## src/rtl/excess3_to_bcd_serial_pkg.sv

```systemverilog
// Shared constants for the serial Excess-3 <-> BCD digit link: state encodings,
// digit length and the Excess-3 offset.
package excess3_to_bcd_serial_pkg;

  localparam int unsigned ST_W       = 4;
  localparam int unsigned DIGIT_BITS = 4;
  localparam int unsigned OFFSET     = 3;

  // Bit position / borrow / h (d1|d2 seen so far) encoded per state
  typedef enum logic [ST_W-1:0] {
    S_A   = ST_W'(0),
    S_B0  = ST_W'(1),
    S_B1  = ST_W'(2),
    S_C0  = ST_W'(3),
    S_C1  = ST_W'(4),
    S_C1H = ST_W'(5),
    S_D0  = ST_W'(6),
    S_D0H = ST_W'(7),
    S_D1H = ST_W'(8)
  } state_t;

endpackage

```

## src/rtl/excess3_to_bcd_serial.sv

```systemverilog
// Serial Excess-3 to BCD decoder: LSB-first, 4 bits per digit, Mealy outputs.
// Optional macro EX3_ERR_STICKY_EN adds a registered sticky invalid-code flag.
module excess3_to_bcd_serial
  import excess3_to_bcd_serial_pkg::*;
(
  input  logic clock,
  input  logic reset,
  input  logic x,
  output logic z,
  output logic last,
  output logic err
`ifdef EX3_ERR_STICKY_EN
  ,
  output logic err_sticky
`endif
);

  state_t state_q;
  state_t state_d;

  // State register
  always_ff @(posedge clock or negedge reset) begin
    if (!reset) begin
      state_q <= S_A;
    end else begin
      state_q <= state_d;
    end
  end

  // Bit-serial subtraction of 0011 with borrow tracking; err on bit 3 when D >= 10
  always_comb begin
    state_d = S_A;
    z       = 1'b0;
    last    = 1'b0;
    err     = 1'b0;
    case (state_q)
      S_A: begin
        z       = ~x;
        state_d = x ? S_B0 : S_B1;
      end
      S_B0: begin
        z       = ~x;
        state_d = x ? S_C0 : S_C1H;
      end
      S_B1: begin
        z       = x;
        state_d = x ? S_C1H : S_C1;
      end
      S_C0: begin
        z       = x;
        state_d = x ? S_D0H : S_D0;
      end
      S_C1: begin
        z       = ~x;
        state_d = x ? S_D0 : S_D1H;
      end
      S_C1H: begin
        z       = ~x;
        state_d = x ? S_D0H : S_D1H;
      end
      S_D0: begin
        z    = x;
        last = 1'b1;
      end
      S_D0H: begin
        z    = x;
        err  = x;
        last = 1'b1;
      end
      S_D1H: begin
        z    = ~x;
        err  = ~x;
        last = 1'b1;
      end
      default: begin
        state_d = S_A;
      end
    endcase
  end

`ifdef EX3_ERR_STICKY_EN
  logic err_sticky_q;
  logic err_sticky_d;

  always_comb begin
    err_sticky_d = err_sticky_q | err;
  end

  always_ff @(posedge clock or negedge reset) begin
    if (!reset) begin
      err_sticky_q <= 1'b0;
    end else begin
      err_sticky_q <= err_sticky_d;
    end
  end

  assign err_sticky = err_sticky_q;
`endif

endmodule

```

## config.mk

```make
export PLATFORM = sky130hd
export DESIGN_NAME = excess3_to_bcd_serial
export DESIGN_NICKNAME = d
export VERILOG_FILES = /design/src/rtl/excess3_to_bcd_serial_pkg.sv /design/src/rtl/excess3_to_bcd_serial.sv
export SDC_FILE = /design/constraint.sdc
export NUM_CORES = 1
export LEC_CHECK = 0
export ABC_CLOCK_PERIOD_IN_PS = 1950
export BUFFER_PORTS_ARGS = -buffer_cell sky130_fd_sc_hd__buf_4
export CAP_MARGIN = 25
export CORE_AREA = 3 3 40 42
export DETAILED_ROUTE_END_ITERATION = 8
export DIE_AREA = 0 0 43 45
export GPL_ROUTABILITY_DRIVEN = 0
export SYNTH_ARGS = -nofsm -noshare
export SYNTH_HDL_FRONTEND = slang
export SYNTH_SLANG_ARGS = --single-unit
```

## constraint.sdc

```tcl
create_clock -name clock -period 1.95 [get_ports clock]
set_clock_uncertainty 0.2 [all_clocks]
set_input_delay 0.195 -clock clock [delete_from_list [all_inputs] [get_ports clock]]
set_output_delay 0.195 -clock clock [all_outputs]
set_load 0.05 [all_outputs]
```

==> flow_results.org <==
** STA
- Tcrit/Tclk final :: 0.895
- Unrepaired setup endpoints after global routing :: false
- Pin slew with the least headroom to its limit :: 0.331 ns
- In the final timing run, aggregate negative setup slack is 0 ns.
- The worst pin sits at a relative slew slack of 0.780.
- The final number of hold-violating endpoints is 0.
- Based on the critical path, the design can be clocked at up to 0.573 GHz.
- Final Critical Period :: 1.75 ns
- Setup violators final :: 0
- The number of slew-limit violations in the final report was 0.

** Placement
- The number of placed instances, taps included, is 49.
- Detailed placement ended at an HPWL of 397 microns.
- Count of input and output buffers :: 5

** Pwr
- Power density over the cells :: 1710 nW/um^2
- Part of the total power dissipated in the clock network :: 0.175
- Across the VDD grid, the largest voltage drop is 0.432 mV.
- The analysis attributes to cell leakage a power of 0.151 nW.
- The internal power of the cells totals 0.317 mW.
- Net switching fraction of the power :: 0.471
- Of the total power, registers draw 0.334.
- Combinational power share :: 0.491
- Net switching component of the power :: 0.282 mW

** Clock tree
- The cell sitting at the root of the clock tree is a sky130_fd_sc_hd__clkbuf_4.
- Maximum level of the CTS H-tree :: 1
- At the later pin of the worst-skew pair, clock insertion delay measures 0.24 ns.
- TritonCTS built the clock tree.
- Max clock buf depth :: 2
- Clock-pin slew on the worst setup and hold paths :: 0.03 ns
- Once the clock tree was built, the setup fixing pass inserted 0 buffers.
- Clock tree synthesis inserted a total of 3 buffers.
- # clock sinks :: 4

** Worst hold path
- The startpoint identified for the worst hold timing path is x.
- Hold crit path type :: input pin to flip-flop

** Critical path
- Of all nets on the critical path, the largest fanout is 9.
- In this design, the stage delay of the slowest critical-path cell is 0.47 ns.
- In this run the register-to-register setup slack is 0.78 ns.
- Together, buffers and inverters on the worst path number 1.
- Depth of the most critical reg-to-reg path :: 3
- Classification of the worst setup path :: flip-flop to primary output
- Broken down by cell family, the worst path's largest delay share belongs to flip-flops.
- R2r startpoint :: state_q[0]
- Ordered cell list for the critical path :: nor2_1 -> nand3b_1 -> o21ai_2 -> buf_4
- Worst flop-to-flop path endpoint :: state_q[1]
- For the worst setup path, the data arrival time is 1.35 ns.
- STA classifies the critical path endpoint as a primary output.
- Tracing the worst setup path back leads to its startpoint at state_q[1].
- Required time at the worst-slack endpoint :: 1.55 ns
- The worst setup path is launched from a flip-flop.
- The critical path crosses 4 cells after its start point.
- The slowest stage of the critical path belongs to the cell sky130_fd_sc_hd__dfrtp_1.
- In this run the worst setup path terminates at err.

** Global routing
- For this run, global-route usage on met3 was measured as 0.0478.
- In the global route stage, met1 resource usage came out at 0.0706.
- Number of global-route vias before repair :: 256
- For met2 alone, demand over resource in global routing was 0.123.
- Pin count of the biggest net entering global routing :: 10
- The first global-routing pass estimated 1.01 mm of wire.
- Most Crowded Layer GR :: met2
- Initial antenna violation count :: 0
- Global-route total usage across every layer :: 0.0735
- Global route total overflow :: 0

** Outcome
- Outcome :: finished, final reports clean

** Logic synthesis
- Counting flops and latches in the post-synthesis netlist gives 4.
- For this run, the number of Yosys warnings is 0.
- Summing every instance area after synthesis gives 268 sq um.
- Sequential fraction of the synthesis area :: 0.374
- Synthesis instantiated 19 different standard cells from the library.
- Synthesized area per cell :: 8.64 sq um
- The number of nets handed over by synthesis was 34.
- Synthesis produced a netlist whose cell count is 31.

** Cells and area
- Largest register FFs :: 4
- Biggest regs :: state_q x4
- Once layout is complete, the cells apart from fillers number 53.
- Compared with the post-synthesis result, the final layout area differs by 30.4%.
- Number of antenna diodes :: 0
- Of the cells placed in the final design, the portion with a size suffix greater than 1 is 0.342.
- Register ranked first by flip-flop count :: state_q
- Net count, final :: 43

** Routing
- In this run the remaining antenna-violating nets after routing total 0.
- In the routed layout, each cell is associated on average with a via count of 4.51.
- The first routing iteration left 5 violations.
- Vias :: 239
- After detailed routing, the total wire length is 547 microns.
- DRC Markers :: 0
- The pre-antenna-repair detailed-routing pass consisted of 2 iterations.
- In the final routed layout, each cell accounts on average for 10.3 microns.

** Floorplanning
- Core ar. :: 1280 sq um
- After floorplanning, the core was divided into 13 placement rows.
- The initial utilization of the core area, before any placement, comes to 0.208.
- Die span in y :: 45 microns
- Floorplan die width :: 43 microns
- Total die area :: 1940 sq um
- During I/O placement, the number of pins put on the boundary was 6.

** Job
- Maxcap violations :: 0
cells by family (layout without fill, tap and decap cells):
| kind of cell | Yosys count | count (layout) | share of synthesized area |
|---|---|---|---|
| and+or+nand+nor | 16 | 16 | 0.350 |
| AOI/OAI and AO/OA | 7 | 7 | 0.182 |
| DFF | 4 | 4 | 0.374 |
| buffers and inverters | 3 | 10 | 0.0607 |
| xor gates and xnor gates | 1 | 1 | 0.0327 |
power groups by stage:
stage	sequential [mW]	combinational, mW	clock (mW)
3_5_place_dp	0.200	0.295	0
3_3_place_gp	0.200	0.290	0
5_1_grt	0.210	0.323	0.117
4_1_cts	0.200	0.298	0.112
6_report	0.200	0.294	0.105
2_1_floorplan	0.162	0.266	0
synth_stat cells:
master                     n  area, sq um
sky130_fd_sc_hd__o21ai_2   1         8.76
sky130_fd_sc_hd__nand3_1   1         5.00
sky130_fd_sc_hd__nand3b_1  2         15.0
sky130_fd_sc_hd__a21oi_1   2         10.0
sky130_fd_sc_hd__dfrtp_1   4          100
sky130_fd_sc_hd__nor2b_4   1         13.8
sky130_fd_sc_hd__nand2_1   4         15.0
sky130_fd_sc_hd__inv_1     1         3.75
sky130_fd_sc_hd__nor2_1    2         7.51
sky130_fd_sc_hd__nor2_2    1         6.26
sky130_fd_sc_hd__nand4_1   1         6.26
sky130_fd_sc_hd__clkbuf_2  1         5.00
sky130_fd_sc_hd__xnor2_1   1         8.76
sky130_fd_sc_hd__buf_4     1         7.51
sky130_fd_sc_hd__nor2b_1   3         18.8
sky130_fd_sc_hd__nor4_1    1         6.26
sky130_fd_sc_hd__o21ai_0   2         10.0
sky130_fd_sc_hd__o31ai_1   1         7.51
sky130_fd_sc_hd__o31ai_2   1         12.5
worst reg2reg max path, delay by kind of cell, from the launching register on:
kind,cells,cell delay [ns]
flops,1,0.44
simple gates,1,0.17
xor+xnor,1,0.09
compound gates,1,0.18
metrics by stage:
| step | utilization | hold slack [ns] | setup WS, ns | area, sq um | power [mW] |
|---|---|---|---|---|---|
| after CTS | 0.272 | 0.00805 | 0.180 | 349 | 0.609 |
| after floorplan | - | -0.301 | 0.198 | 273 | 0.428 |
| after detailed placement | 0.246 | -0.205 | 0.444 | 317 | 0.496 |
| after global placement | 0.246 | -0.207 | 0.457 | 317 | 0.490 |
| final | 0.272 | 0.0158 | 0.204 | 349 | 0.598 |
| after global routing | 0.272 | 0.0287 | 0.0966 | 349 | 0.650 |
metal layers:
metal	part of all wire	vias to the layer above	wire length, microns
met1	0.44	114	241
met4	0	0	0
met5	0	-	0
met3	0.044	0	24
li1	-	121	-
met2	0.52	4	282
layout make-up:
class,count,area (sq um)
multi-input combinational,24,156
inverter,1,3.75
sequential,4,100
fill,142,936
clock buffer,3,22.5
timing repair buffer,6,47.5
tap,15,18.8
repair_timing:
action / in CTS / in global routing
gates resized for setup: 0 / 0
setup endpoints to repair: 0 / 0
endpoints found under the hold margin: 4 / 0
hold buffers: 1 / 0
worst min-delay path by stage:
stage	end	cells past startpoint
after global placement	state_q[1]	1
after floorplan	state_q[0]	0
final	state_q[3]	2
after CTS	state_q[3]	2
after detailed placement	state_q[1]	1
after global routing	state_q[3]	2
layout by cell type, fill, tap and decap left out, drive strengths merged:
master	n
clkbuf	3
nor4	1
buf	5
inv	1
o31ai	2
nand4	1
nor2b	4
a21oi	2
dlygate4sd3	1
nand3b	2
o21ai	3
dfrtp	4
nor2	3
nand3	1
nand2	4
xnor2	1
Note: power is estimated with default switching activity, not from simulation.
